## config.mk

```make
export PLATFORM = sky130hd
export DESIGN_NAME = mem_port_arbiter_flat
export DESIGN_NICKNAME = d
export VERILOG_FILES = /design/src/rtl/mem_port_arbiter_if.sv /design/src/rtl/mem_port_arbiter.sv /design/src/flat_wrapper.sv
export SDC_FILE = /design/constraint.sdc
export NUM_CORES = 1
export LEC_CHECK = 0
export BUFFER_PORTS_ARGS = -buffer_cell sky130_fd_sc_hd__buf_2
export CELL_PAD_IN_SITES_DETAIL_PLACEMENT = 2
export CELL_PAD_IN_SITES_GLOBAL_PLACEMENT = 2
export CORE_UTILIZATION = 23
export DETAILED_ROUTE_END_ITERATION = 8
export GPL_ROUTABILITY_DRIVEN = 0
export PLACE_DENSITY_LB_ADDON = 0.1
export REMOVE_ABC_BUFFERS = 1
export SYNTH_ARGS = -nofsm -noshare
export SYNTH_HDL_FRONTEND = slang
export SYNTH_SLANG_ARGS = --single-unit
export TNS_END_PERCENT = 30
```

## constraint.sdc

```tcl
create_clock -name clk -period 2.95 [get_ports clk]
set_input_delay 0.1475 -clock clk [delete_from_list [all_inputs] [get_ports clk]]
set_output_delay 0.1475 -clock clk [all_outputs]
set_load 0.02 [all_outputs]
```

## src/rtl/mem_port_arbiter_if.sv

```systemverilog
// mem_port_arbiter_if: fetch/data request ports and shared memory bus of the arbiter
interface mem_port_arbiter_if #(
  parameter int ADDR_W = 32,
  parameter int DATA_W = 32
);
  logic              if_req;
  logic [ADDR_W-1:0] if_addr;
  logic [DATA_W-1:0] if_rdata;
  logic              if_ready;
  logic              dm_req;
  logic              dm_we;
  logic [ADDR_W-1:0] dm_addr;
  logic [DATA_W-1:0] dm_wdata;
  logic [DATA_W-1:0] dm_rdata;
  logic              dm_ready;
  logic              mem_en;
  logic              mem_we;
  logic [ADDR_W-1:0] mem_addr;
  logic [DATA_W-1:0] mem_wdata;
  logic [DATA_W-1:0] mem_rdata;
  modport master (
    output if_req, if_addr, dm_req, dm_we, dm_addr, dm_wdata, mem_rdata,
    input  if_rdata, if_ready, dm_rdata, dm_ready, mem_en, mem_we, mem_addr, mem_wdata
  );
  modport slave (
    input  if_req, if_addr, dm_req, dm_we, dm_addr, dm_wdata, mem_rdata,
    output if_rdata, if_ready, dm_rdata, dm_ready, mem_en, mem_we, mem_addr, mem_wdata
  );
endinterface

```

## src/rtl/mem_port_arbiter.sv

```systemverilog
// mem_port_arbiter: shares one single-ported memory between the fetch and data ports
module mem_port_arbiter #(
  parameter int ADDR_W  = 32,
  parameter int DATA_W  = 32,
  parameter int MEM_LAT = 2,
  parameter int CNT_W   = 16
) (
  input  logic             clk,
  input  logic             rst,
  mem_port_arbiter_if.slave bus,
  output logic             busy,
  output logic [CNT_W-1:0] stall_cnt
);
  localparam int CW = MEM_LAT > 1 ? $clog2(MEM_LAT) : 1;
  typedef enum logic [1:0] {IDLE, BUSY_IF, BUSY_DM} state_t;
  state_t            state;
  logic [CW-1:0]     cnt;
  logic              last_dm;
  logic              we_q;
  logic [ADDR_W-1:0] addr_q;
  logic [DATA_W-1:0] wdata_q;
  logic              done;
  logic              grant_dm;
  logic              stall;
  always_comb begin
    busy          = state != IDLE;
    done          = busy && cnt == '0;
    grant_dm      = bus.dm_req && !(last_dm && bus.if_req);
    bus.if_ready  = done && state == BUSY_IF;
    bus.dm_ready  = done && state == BUSY_DM;
    bus.if_rdata  = bus.if_ready ? bus.mem_rdata : '0;
    bus.dm_rdata  = bus.dm_ready ? bus.mem_rdata : '0;
    bus.mem_en    = busy;
    bus.mem_we    = state == BUSY_DM && we_q;
    bus.mem_addr  = busy ? addr_q : '0;
    bus.mem_wdata = busy ? wdata_q : '0;
    stall         = (bus.if_req && !bus.if_ready) || (bus.dm_req && !bus.dm_ready);
  end
  always_ff @(posedge clk or posedge rst) begin
    if (rst) begin
      state     <= IDLE;
      cnt       <= '0;
      last_dm   <= 1'b0;
      we_q      <= 1'b0;
      addr_q    <= '0;
      wdata_q   <= '0;
      stall_cnt <= '0;
    end else begin
      if (stall && stall_cnt != '1) stall_cnt <= stall_cnt + 1'b1;
      case (state)
        IDLE: if (bus.dm_req || bus.if_req) begin
          state   <= grant_dm ? BUSY_DM : BUSY_IF;
          last_dm <= grant_dm;
          addr_q  <= grant_dm ? bus.dm_addr : bus.if_addr;
          we_q    <= grant_dm && bus.dm_we;
          wdata_q <= grant_dm ? bus.dm_wdata : '0;
          cnt     <= CW'(MEM_LAT - 1);
        end
        default: if (cnt != '0) cnt <= cnt - 1'b1; else state <= IDLE;
      endcase
    end
  end
endmodule

```

## src/flat_wrapper.sv

```systemverilog
// flat-port wrapper written by rule: the top's interface ports become plain ports
module mem_port_arbiter_flat 
#(
  parameter int ADDR_W  = 32,
  parameter int DATA_W  = 32,
  parameter int MEM_LAT = 2,
  parameter int CNT_W   = 16
)
  (clk, rst, busy, stall_cnt, bus_if_req, bus_if_addr, bus_dm_req, bus_dm_we, bus_dm_addr, bus_dm_wdata, bus_mem_rdata, bus_if_rdata, bus_if_ready, bus_dm_rdata, bus_dm_ready, bus_mem_en, bus_mem_we, bus_mem_addr, bus_mem_wdata);
  mem_port_arbiter_if #(.ADDR_W(ADDR_W), .DATA_W(DATA_W)) bus_i ();
  input  logic clk;
  input  logic rst;
  output logic busy;
  output logic [CNT_W-1:0] stall_cnt;
  input wire logic [$bits(bus_i.if_req)-1:0] bus_if_req;
  input wire logic [$bits(bus_i.if_addr)-1:0] bus_if_addr;
  input wire logic [$bits(bus_i.dm_req)-1:0] bus_dm_req;
  input wire logic [$bits(bus_i.dm_we)-1:0] bus_dm_we;
  input wire logic [$bits(bus_i.dm_addr)-1:0] bus_dm_addr;
  input wire logic [$bits(bus_i.dm_wdata)-1:0] bus_dm_wdata;
  input wire logic [$bits(bus_i.mem_rdata)-1:0] bus_mem_rdata;
  output wire logic [$bits(bus_i.if_rdata)-1:0] bus_if_rdata;
  output wire logic [$bits(bus_i.if_ready)-1:0] bus_if_ready;
  output wire logic [$bits(bus_i.dm_rdata)-1:0] bus_dm_rdata;
  output wire logic [$bits(bus_i.dm_ready)-1:0] bus_dm_ready;
  output wire logic [$bits(bus_i.mem_en)-1:0] bus_mem_en;
  output wire logic [$bits(bus_i.mem_we)-1:0] bus_mem_we;
  output wire logic [$bits(bus_i.mem_addr)-1:0] bus_mem_addr;
  output wire logic [$bits(bus_i.mem_wdata)-1:0] bus_mem_wdata;
  assign bus_i.if_req = bus_if_req;
  assign bus_i.if_addr = bus_if_addr;
  assign bus_i.dm_req = bus_dm_req;
  assign bus_i.dm_we = bus_dm_we;
  assign bus_i.dm_addr = bus_dm_addr;
  assign bus_i.dm_wdata = bus_dm_wdata;
  assign bus_i.mem_rdata = bus_mem_rdata;
  assign bus_if_rdata = bus_i.if_rdata;
  assign bus_if_ready = bus_i.if_ready;
  assign bus_dm_rdata = bus_i.dm_rdata;
  assign bus_dm_ready = bus_i.dm_ready;
  assign bus_mem_en = bus_i.mem_en;
  assign bus_mem_we = bus_i.mem_we;
  assign bus_mem_addr = bus_i.mem_addr;
  assign bus_mem_wdata = bus_i.mem_wdata;
  mem_port_arbiter #(.ADDR_W(ADDR_W), .DATA_W(DATA_W), .MEM_LAT(MEM_LAT), .CNT_W(CNT_W)) u_core (.clk(clk), .rst(rst), .bus(bus_i), .busy(busy), .stall_cnt(stall_cnt));
endmodule
```

After elaboration in Yosys (flattened, before gate mapping)
Index checks and enable logic that the tools add are counted.
{"block": "totals", "latchBits": 0, "mem_count": 0, "rom_bits": 0, "input_bits": 133, "word_cells": 47, "ff_bits": 85, "ram_bits": 0}
{"block": "op_classes", "n_eq_ne": 5, "div_mod_pow": 0, "multipliers": 0, "bitwise": 1, "shift": 0, "mux": 13, "n_addsub": 2, "n_reduce_logical": 19, "order_cmp": 0}
{"op": "32-bit 2-to-1 mux", "count": 6}
{"op": "16-bit by 1-bit adder with 16-bit output, second input constant", "count": 1}
{"op": "16-bit inequality test, second input constant", "count": 1}
{"op": "1-bit logical AND", "count": 10}
{"op": "2-bit 2-to-1 mux", "count": 4}
{"op": "2-bit AND reduction", "count": 2}
{"op": "1-bit zero test", "count": 3}
{"op": "1-bit 2-to-1 mux", "count": 3}
{"op": "2-bit by 1-bit equality test with 1-bit output, second input constant", "count": 1}
{"op": "2-bit equality test, second input constant", "count": 1}
{"op": "2-bit zero test", "count": 1}
{"op": "1-bit logical OR", "count": 2}
{"op": "2-bit by 1-bit inequality test with 1-bit output, second input constant", "count": 1}
{"op": "2-bit inequality test, second input constant", "count": 1}
{"op": "2-bit nonzero test", "count": 1}
{"op": "1-bit NOT", "count": 1}
{"op": "1-bit subtractor, second input constant", "count": 1}

Logic depth before layout (Yosys ltp)
Gate-level depths: netlist (run 1).
{"block": "logic_depth", "ltp_word": 7, "depth_mapped": 6}

Worst setup path after synthesis (run 1)
Ideal clock, no wire load.
{"block": "synth_timing", "path_kind": "flip-flop to output port", "start": "reg u_core.cnt", "end": "out bus_if_rdata[22]", "path_stages_with_launch": 5, "arrival_ns": 1.588, "slack_ns": 1.215, "path_buffers": 1, "t_required_ns": 2.803, "path_cell_list": "dfrtp_1 > or3b_4 > inv_1 > clkbuf_1 > and2_1"}
{"block": "synth_between", "elab_chain_cells": 4}
{"element": "start: declaration", "line": "mem_port_arbiter.sv:17", "source": "logic [CW-1:0] cnt;"}
{"element": "start signal: assignment", "line": "mem_port_arbiter.sv:57", "source": "cnt <= CW'(MEM_LAT - 1);"}
{"element": "1-bit NOT", "line": "mem_port_arbiter.sv:27", "source": "done = busy && cnt == '0;"}
{"element": "1-bit logical AND", "line": "mem_port_arbiter.sv:27"}
{"element": "1-bit logical AND", "line": "mem_port_arbiter.sv:29", "source": "bus.if_ready = done && state == BUSY_IF;"}
{"element": "named net bus_if_ready", "line": "flat_wrapper.sv:23", "source": "output wire logic [$bits(bus_i.if_ready)-1:0] bus_if_ready;"}
{"element": "32-bit 2-to-1 mux", "line": "mem_port_arbiter.sv:31", "source": "bus.if_rdata = bus.if_ready ? bus.mem_rdata : '0;"}
{"element": "end: declaration", "line": "flat_wrapper.sv:22", "source": "output wire logic [$bits(bus_i.if_rdata)-1:0] bus_if_rdata;"}
The timed path passes the listed nets, and every way through them passes these cells.

Worst setup path in the final report (run 1)
{"block": "layout_timing", "start": "reg u_core.cnt", "end": "out bus_if_rdata[27]"}
{"block": "layout_between", "elab_chain_cells": 4}
{"element": "1-bit NOT", "line": "mem_port_arbiter.sv:27"}
{"element": "1-bit logical AND", "line": "mem_port_arbiter.sv:27"}
{"element": "1-bit logical AND", "line": "mem_port_arbiter.sv:29"}
{"element": "32-bit 2-to-1 mux", "line": "mem_port_arbiter.sv:31"}
Every way passes these cells.

==> flow_metrics.py, run 1 <==
metrics = {
    "clock_network": {
        "cts_made_buffers": 9,
        "clk_latency_ns": 0.34,
        "post_cts_resized": 0,
        "cts_setup_buffers": 0,
        "cts_max_level": 3,
        "cts.sinks": 85,
        "clkSlewWorstSetupHoldPaths_ns": 0.07,
        "clk_path_buf_depth": 2,
        "clock-root-buffer": "clkbuf_16",
        "cts_tree": "done",
    },
    "synth": {
        "synth_cells": 449,
        "synth_cell_type_count": 43,
        "ys_top_cells_by_area": "dfrtp_1 (48%), and2_1 (18%), a22o_1 (6.5%)",
        "synth_top_cell_by_area": "dfrtp_1",
        "synth_compound_area_frac": 0.143,
        "synthSimpleGateAreaFrac": 0.303,
        "yosys.area.top_type_share": 0.482,
        "synth_commonest_cells": "and2_1 (129), dfrtp_1 (85), nand2_1 (71)",
        "ys.flop_type": "dfrtp_1",
        "yosys.cell_count.top_type": "and2_1",
        "syn_area_per_cell_um2": 9.84,
        "yosysWarnings": 0,
        "synthXorXnorAreaFrac": 0.0238,
        "syn-cell-area_mm2": 0.00442,
        "synth_top_family_by_area": "simple AND/OR/NAND/NOR gates",
        "synth_mux_area_frac": 0.0108,
        "async_reset_ff_frac": 1.00,
        "ys_seq_area_frac": 0.482,
        "synth_edf_count": 0,
        "synth_fa_ha_area_frac": 0.00283,
        "ys_ff_latch": 85,
    },
    "routing": {
        "vias_per_cell": 4.57,
        "drt_iter0_drc": 152,
        "dr.pass1.iters": 4,
        "drc": 0,
        "wl_per_cell_um": 17.6,
        "wirelength_um": 16900,
        "ant_nets": 0,
        "vias": 4374,
    },
    "placed_design": {
        "hpwl_um": 12600,
        "port_buffers": 281,
    },
    "sta": {
        "final-hold-violation-count": 0,
        "tightest_slew_ns": 0.741,
        "fmaxAchievable_mhz": 423,
        "drv_slew": 0,
        "period_share": 0.801,
        "setup_violations": 0,
        "max-slew-margin-rel": 0.505,
        "finClkSkew_ns": 0.00717,
        "hold_ws_ns": 0.0225,
        "finalSetupTns_ns": 0,
        "period_needed_ns": 2.36,
        "rsz0062_at_grt": "no",
    },
    "floorplan": {
        "rows": 50,
        "dieArea_mm2": 0.0198,
        "die_w_um": 141,
        "die_h_um": 141,
        "design.core.area_mm2": 0.0188,
        "start_util": 0.235,
        "ios": 282,
    },
    "flow_run": {
        "cap_viol_max_count": 0,
    },
    "power_and_ir_drop": {
        "power.internal_w": 0.00357,
        "switchingPower_w": 0.00296,
        "swShare": 0.453,
        "powerDensity_mw_per_mm2": 1020,
        "p_leak_nw": 3.57,
        "p_seq_frac": 0.301,
        "pwr-share-comb": 0.518,
        "clkPwrFrac": 0.180,
        "totalPowerFinal_w": 0.00654,
        "max-vdd-ir-drop_mv": 0.285,
    },
    "critical_path": {
        "r2r_start": "u_core.state[0]",
        "required_ns": 2.80,
        "critPathKind": "reg -> out",
        "arrival_ns": 2.21,
        "r2r.worst_path.cells": 7,
        "r2r_slack_ns": 0.92,
        "worst_setup_path_start_kind": "flop",
        "cp-end-kind": "primary output",
        "r2r-end": "u_core.addr_q[7]",
        "path_max_fanout": 33,
    },
    "global_route": {
        "grt_max_degree": 49,
        "overflow": 0,
        "antenna_found_initial": 0,
        "first_global_vias": 4681,
        "grt_first_pass_wirelength_um": 26300,
        "grt_usage": 0.172,
    },
    "finish": {
        "drive_gt1_frac": 0.443,
        "area_delta_synth_final_pct": 44.7,
        "nets": 853,
    },
    "hold_path": {
        "min_to": "u_core.wdata_q[0]",
        "hold_depth": 2,
        "min_path_type": "in -> reg",
        "hp-start": "bus_dm_wdata[0]",
    },
    "run_status": {
        "status": "complete, no violations",
    },
}
## per-stage QoR
stage / area (um^2) / std cells / utilization / worst slack (ns)
floorplan: 4280 / 418 / - / 0.341
global placement: 6080 / 941 / 0.324 / 0.970
detailed placement: 6080 / 941 / 0.324 / 0.895
CTS: 6390 / 957 / 0.340 / 0.561
global route: 6390 / 957 / 0.340 / 0.452
finish: 6390 / 958 / 0.340 / 0.588
## final cells by class
cell class | count | area (um^2)
timing repair buffer | 290 | 1500
multi-input combinational | 329 | 2150
fill | 2163 | 12400
sequential | 85 | 2130
clock buffer | 10 | 239
tap | 234 | 293
clock inverter | 5 | 60.1
antenna | 1 | 2.50
inverter | 4 | 16.3
## flip-flops by register name, summed over array words and instances, names as in the netlist
signal	flops
u_core.stall_cnt	16
u_core.we_q	1
u_core.addr_q	32
u_core.wdata_q	32
u_core.last_dm	1
u_core.cnt	1
u_core.state	2
## cells in the final DEF (no fill, tap or decap), types with 2 or more instances in the layout
cell type and instances:
buf_12 2, xor2_1 10, clkinv_2 2, a21o_1 3, buf_2 281, nand2_1 70, nor3_1 2, nand4_2 2
o21ai_0 2, nand3_1 7, nor4_1 6, buf_4 6, dfrtp_1 85, mux2_2 2, inv_1 2, clkbuf_16 9
and2_1 128, and4_1 3, a22oi_1 31, a22o_1 33, xnor2_1 2, nand4_1 3
## power by group through the flow
stage	Combinational, W	Clock, W	Sequential [W]
final	0.00339	0.00118	0.00197
after global routing	0.00371	0.00127	0.00205
after CTS	0.00348	0.00123	0.00198
after detailed placement	0.00346	0	0.00200
after global placement	0.00339	0	0.00195
after floorplan	0.00212	0	0.00196
## layer usage
metal | global-route usage | share of wire
met5 | 0 | 0
met4 | 0.0492 | 0.012
met3 | 0.0309 | 0.053
met2 | 0.303 | 0.51
met1 | 0.214 | 0.43
## kinds of logic after synthesis
group                      count (synthesis)
and+or+nand+nor                          235
AOI/OAI and AO/OA                         77
muxes                                      4
buffers and inverters                     35
adders and majority gates                  1
xor gates and xnor gates                  12
DFF                                       85
## worst max path at each step
stage / startpoint / slack (ns) / cells after the start / endpoint
floorplan: u_core.state[0] / 0.34 / 5 / u_core.addr_q[0]
global placement: u_core.last_dm / 0.97 / 5 / u_core.addr_q[2]
detailed placement: u_core.state[0] / 0.89 / 7 / u_core.addr_q[9]
CTS: u_core.cnt / 0.56 / 4 / bus_if_rdata[4]
global route: u_core.cnt / 0.45 / 4 / bus_if_rdata[22]
finish: u_core.cnt / 0.59 / 4 / bus_if_rdata[27]
## repair_timing
action | in CTS | in global routing
endpoints found under the hold margin | 37 | 0
endpoints found under the setup margin | 0 | 0
hold buffers | 1 | 0
## worst max-delay path: stages, from the launching register on
cell	delay [ns]
dfrtp_1	0.45
or3b_4	0.46
inv_1	0.56
and2_1	0.24
buf_2	0.17
Power figures use the tool's default switching activity.
==> run 2: changes to the inputs <==
Settings changed: ABC_AREA from default to 1, CORE_UTILIZATION 23 to 20.
Clock period 2.95 ns to 2.12 ns, I/O delays scaled along.
==> flow_metrics.py, run 2 <==
metrics = {
    "placed_design": {
        "port_buffers": 281,
        "hpwl_um": 13800,
        "dpl_cell_area_mm2": 0.00645,
        "place_inst": 1233,
        "pre_cts_slack_ns": 0.440,
    },
    "hold_path": {
        "min_path_type": "in -> reg",
    },
    "clock_network": {
        "clk_path_buf_depth": 2,
        "cts_tree": "done",
        "clkSlewWorstSetupHoldPaths_ns": 0.07,
        "clock-root-buffer": "clkbuf_16",
        "clk_latency_ns": 0.35,
        "cts_max_level": 3,
        "cts.sinks": 85,
        "cts_made_buffers": 9,
    },
    "synth": {
        "yosysWarnings": 0,
        "ys_top_cells_by_area": "dfrtp_1 (45%), nand2_1 (13%), nor2_1 (11%)",
        "synth_cells": 663,
        "synth_edf_count": 0,
        "syn_area_per_cell_um2": 7.08,
        "syn-cell-area_mm2": 0.00469,
        "async_reset_ff_frac": 1.00,
        "yosys.cell_count.top_type": "nand2_1",
        "synth_top_cell_by_area": "dfrtp_1",
        "synth_cell_type_count": 29,
        "yosys.area.top_type_share": 0.453,
        "ys.flop_type": "dfrtp_1",
        "ys_ff_latch": 85,
        "ys_seq_area_frac": 0.453,
        "synth_commonest_cells": "nand2_1 (165), nor2_1 (141), inv_1 (115)",
    },
    "sta": {
        "rsz0062_at_grt": "no",
        "tightest_slew_ns": 0.505,
        "max-slew-margin-rel": 0.664,
        "period_needed_ns": 2.04,
        "fmaxAchievable_mhz": 490,
        "final-hold-violation-count": 0,
        "finClkSkew_ns": 0.0110,
        "setup_violations": 0,
        "period_share": 0.962,
        "setup_ws_ns": 0.0796,
        "drv_slew": 0,
        "hold_ws_ns": 0.0111,
    },
    "global_route": {
        "grt_first_pass_wirelength_um": 31400,
        "grt_max_degree": 76,
        "grtUsageMet3": 0.0331,
        "grt_usage": 0.166,
        "grtUsageMet2": 0.309,
        "grt-busiest-layer": "met2",
        "overflow": 0,
        "use_met1": 0.192,
        "first_global_vias": 5964,
        "antenna_found_initial": 1,
    },
    "finish": {
        "final_common_cell": "buf_2",
        "nFillCells": 2757,
        "drive_gt1_frac": 0.332,
        "seq_area_mm2": 0.00213,
        "stdcell_count": 1343,
        "area_delta_synth_final_pct": 64.9,
        "fin_area_mm2": 0.00773,
        "final_cell_mix": "buf_2 (281), nand2_1 (164), nor2_1 (140), inv_1 (114), dlygate4sd3_1 (86)",
        "nets": 1158,
        "multi_input_area_mm2": 0.00195,
        "reg.largest.list": "u_core.addr_q (32), u_core.wdata_q (32), u_core.stall_cnt (16)",
    },
    "routing": {
        "vias_per_cell": 4.13,
        "wl_per_cell_um": 15.3,
        "wirelength_um": 20500,
        "dr.pass1.iters": 4,
        "vias": 5551,
        "drc": 0,
        "drt_iter0_drc": 128,
        "ant_nets": 0,
    },
    "flow_run": {
        "cap_viol_max_count": 0,
    },
    "power_and_ir_drop": {
        "switchingPower_w": 0.00479,
        "totalPowerFinal_w": 0.0100,
        "powerDensity_mw_per_mm2": 1300,
        "max-vdd-ir-drop_mv": 0.435,
        "clkPwrFrac": 0.159,
        "power.internal_w": 0.00523,
        "p_leak_nw": 4.25,
        "pwr-share-comb": 0.579,
        "p_seq_frac": 0.262,
        "swShare": 0.478,
    },
    "floorplan": {
        "dieArea_mm2": 0.0241,
        "die_h_um": 155,
        "design.core.area_mm2": 0.0228,
        "die_w_um": 155,
        "start_util": 0.205,
        "rows": 55,
        "ios": 282,
    },
    "critical_path": {
        "required_ns": 2.40,
        "arrival_ns": 2.32,
        "worst_setup_path_start_kind": "flop",
        "path_max_fanout": 16,
        "critPathKind": "reg -> reg",
        "cp-end-kind": "flop",
    },
    "run_status": {
        "status": "complete, no violations",
    },
}
-- run 2: cell types whose count changed in the layout (fill, tap and decap cells not counted), sizes merged, moves of 8 or more --
cell and delta:
xor2 -8, nor2 +146, o21ai +50, a22o -33, and2 -129, nand2 +98
inv +123, dlygate4sd3 +85, a22oi -31, o211ai +30
-- run 2: final timing paths --
check | start | endpoint | slack [ns] | cells past startpoint
setup / recovery | u_core.state[1] | u_core.addr_q[12] | 0.08 | 7
hold / removal | bus_dm_addr[2] | u_core.addr_q[2] | 0.01 | 3
setup reg to reg | u_core.state[1] | u_core.addr_q[12] | 0.08 | 7
hold reg to reg | u_core.last_dm | u_core.last_dm | 0.50 | 2
max in group asynchronous | rst | u_core.state[1] | 1.20 | 4
min in group asynchronous | rst | u_core.wdata_q[28] | 0.21 | 3
-- run 2: cells by family after synthesis --
| kind of cell | count (synthesis) | synth area share |
|---|---|---|
| AOI/OAI and AO/OA | 85 | 0.112 |
| adders and majority gates | 1 | 0.00267 |
| and+or+nand+nor | 332 | 0.288 |
| DFF | 85 | 0.453 |
| xor gates and xnor gates | 5 | 0.00934 |
| buffers and inverters | 155 | 0.134 |
-- run 2: power by group through the flow --
stage	logic, W	registers [W]	clock network, W
floorplan	0.00308	0.00267	0
global placement	0.00513	0.00263	0
detailed placement	0.00515	0.00266	0
CTS	0.00565	0.00263	0.00168
global route	0.00638	0.00271	0.00172
finish	0.00580	0.00262	0.00159
-- run 2: area by class of cell --
| cell class | instances | share of cell area |
|---|---|---|
| antenna | 1 | 0.000324 |
| sequential | 85 | 0.275 |
| tap | 313 | 0.0506 |
| clock buffer | 9 | 0.0291 |
| timing repair buffer | 383 | 0.324 |
| inverter | 122 | 0.0597 |
| multi-input combinational | 423 | 0.253 |
| clock inverter | 7 | 0.00825 |
-- run 2: what timing repair did --
| action | in CTS | in global routing |
|---|---|---|
| resized for setup | 0 | 4 |
| buffers inserted | 0 | 3 |
| hold buffers | 86 | 0 |
| hold endpoints to repair | 73 | 0 |
| endpoints found under the setup margin | 0 | 21 |
-- run 2: worst max-delay path: stages (launching register included) --
cell and delay, ns:
dfrtp_2 0.44, nor2_4 0.18, inv_2 0.10, nor2_4 0.26
clkbuf_16 0.27, nand2_1 0.07, o211ai_1 0.08, dlygate4sd3_1 0.57
-- run 2: through the flow --
stage / setup TNS [ns] / util
2_1_floorplan: -178.16 / -
6_report: 0 / 0.339
3_3_place_gp: 0 / 0.282
5_1_grt: 0 / 0.339
3_5_place_dp: 0 / 0.282
4_1_cts: 0 / 0.333
-- run 2: routing by layer --
layer | up-vias | wire length, um
met5 | - | 0
met4 | 0 | 261
met3 | 14 | 986
met2 | 153 | 10400
met1 | 2671 | 8860
li1 | 2713 | -
==> run 3: changes to the inputs <==
Settings changed: ABC_AREA 1 to 0, CORE_UTILIZATION 20 to 21.
==> flow_metrics.py, run 3 (same netlist as run 1, synthesis figures left out) <==
metrics = {
    "run_status": {
        "status": "complete, no violations",
    },
    "sta": {
        "final-hold-violation-count": 0,
        "finalSetupTns_ns": 0,
        "drv_slew": 0,
        "max-slew-margin-rel": 0.594,
        "finClkSkew_ns": 0.0152,
        "setup_ws_ns": 0.119,
        "setup_violations": 0,
        "period_share": 0.944,
        "fmaxAchievable_mhz": 500,
        "period_needed_ns": 2.00,
        "tightest_slew_ns": 0.600,
    },
    "routing": {
        "dr.pass1.iters": 4,
        "vias": 4679,
        "ant_nets": 0,
        "vias_per_cell": 4.34,
        "drt_iter0_drc": 136,
        "wirelength_um": 18500,
        "drc": 0,
        "wl_per_cell_um": 17.1,
    },
    "placed_design": {
        "place_inst": 979,
        "port_buffers": 281,
        "dpl_cell_area_mm2": 0.00618,
        "pre_cts_slack_ns": 0.273,
        "hpwl_um": 12700,
    },
    "floorplan": {
        "die_w_um": 147,
        "die_h_um": 147,
        "design.core.area_mm2": 0.0204,
        "ios": 282,
        "dieArea_mm2": 0.0216,
        "rows": 52,
        "start_util": 0.216,
    },
    "critical_path": {
        "required_ns": 2.01,
        "critPathKind": "reg -> out",
        "cp-end-kind": "primary output",
        "arrival_ns": 1.90,
        "worst_setup_path_start_kind": "flop",
        "path_max_fanout": 33,
    },
    "finish": {
        "reg.largest.list": "u_core.addr_q (32), u_core.wdata_q (32), u_core.stall_cnt (16)",
        "n_antenna_cell": 0,
        "fin_area_mm2": 0.00735,
        "nFillCells": 2327,
        "drive_gt1_frac": 0.400,
        "final_common_cell": "buf_2",
        "final_cell_mix": "buf_2 (281), and2_1 (128), dfrtp_1 (85), dlygate4sd3_1 (84), nand2_1 (70)",
        "stdcell_count": 1079,
        "area_delta_synth_final_pct": 66.3,
        "nets": 938,
    },
    "global_route": {
        "antenna_found_initial": 0,
        "first_global_vias": 5201,
        "grt_usage": 0.174,
        "grt_first_pass_wirelength_um": 29400,
        "overflow": 0,
        "grt_max_degree": 77,
    },
    "clock_network": {
        "clk_path_buf_depth": 2,
        "cts_made_buffers": 9,
        "cts_setup_buffers": 0,
        "cts_max_level": 3,
        "clk_latency_ns": 0.36,
        "clock-root-buffer": "clkbuf_16",
        "cts.sinks": 85,
        "clkSlewWorstSetupHoldPaths_ns": 0.08,
        "cts_tree": "done",
    },
    "power_and_ir_drop": {
        "p_leak_nw": 3.96,
        "totalPowerFinal_w": 0.00938,
        "powerDensity_mw_per_mm2": 1280,
        "max-vdd-ir-drop_mv": 0.556,
    },
    "hold_path": {
        "min_path_type": "in -> reg",
    },
    "flow_run": {
        "cap_viol_max_count": 0,
    },
}
run 3: cell count changes in the layout (fill, tap and decap cells not counted), sizes merged, moves of 8 or more:
cell / delta
nand2: -98
nor2: -146
o211ai: -30
inv: -122
a22oi: +31
o21ai: -50
a22o: +33
xor2: +8
and2: +129
run 3: cell type report:
class	count	area, um^2	area share
clock buffers	9	225	0.0307
repair buffers	375	2400	0.326
clock inverters	7	91.3	0.0124
well taps	270	338	0.0460
flip-flops and latches	85	2130	0.290
inverters	4	16.3	0.00221
multi-input cells	329	2150	0.293
run 3: metal layers:
layer,track usage,up-vias,routed length [um]
met4,0.0577,0,306
met3,0.0379,22,920
li1,-,2247,-
met1,0.209,2268,7710
met5,0,-,0
met2,0.308,142,9550
run 3: final timing paths:
kind / from / to / slack [ns] / cells past startpoint
min in group asynchronous: rst / u_core.stall_cnt[6] / 0.24 / 3
max in group asynchronous: rst / u_core.wdata_q[17] / 1.20 / 4
worst max register to register: u_core.state[0] / u_core.stall_cnt[10] / 0.28 / 4
worst max-delay path: u_core.cnt / bus_if_rdata[19] / 0.12 / 5
worst min register to register: u_core.addr_q[30] / u_core.addr_q[30] / 0.46 / 2
worst min-delay path: bus_dm_addr[23] / u_core.addr_q[23] / 0.001 / 3
run 3: critical path, cell delays in order, from the launching register on:
cell,delay [ns]
dfrtp_1,0.46
or3b_4,0.46
inv_1,0.10
buf_8,0.19
and2_1,0.17
buf_2,0.16
run 3: repair_timing:
action                                  4_1_cts  5_1_grt
hold endpoints to repair                     70        0
endpoints found under the setup margin       64       96
resized for setup                             1        3
hold buffers                                 84        0
run 3: per-stage QoR:
stage	hold slack [ns]	utilization
floorplan	0.239	-
global placement	0.0251	0.302
detailed placement	0.0370	0.302
CTS	0.00145	0.359
global route	0.00600	0.360
finish	0.00127	0.360
run 3: power breakdown:
group	leakage, nW	internal [W]	switching (W)
clock network	0.152	0.000846	0.000804
registers	1.07	0.00229	0.000434
logic	2.74	0.00193	0.00308
total	3.96	0.00507	0.00431
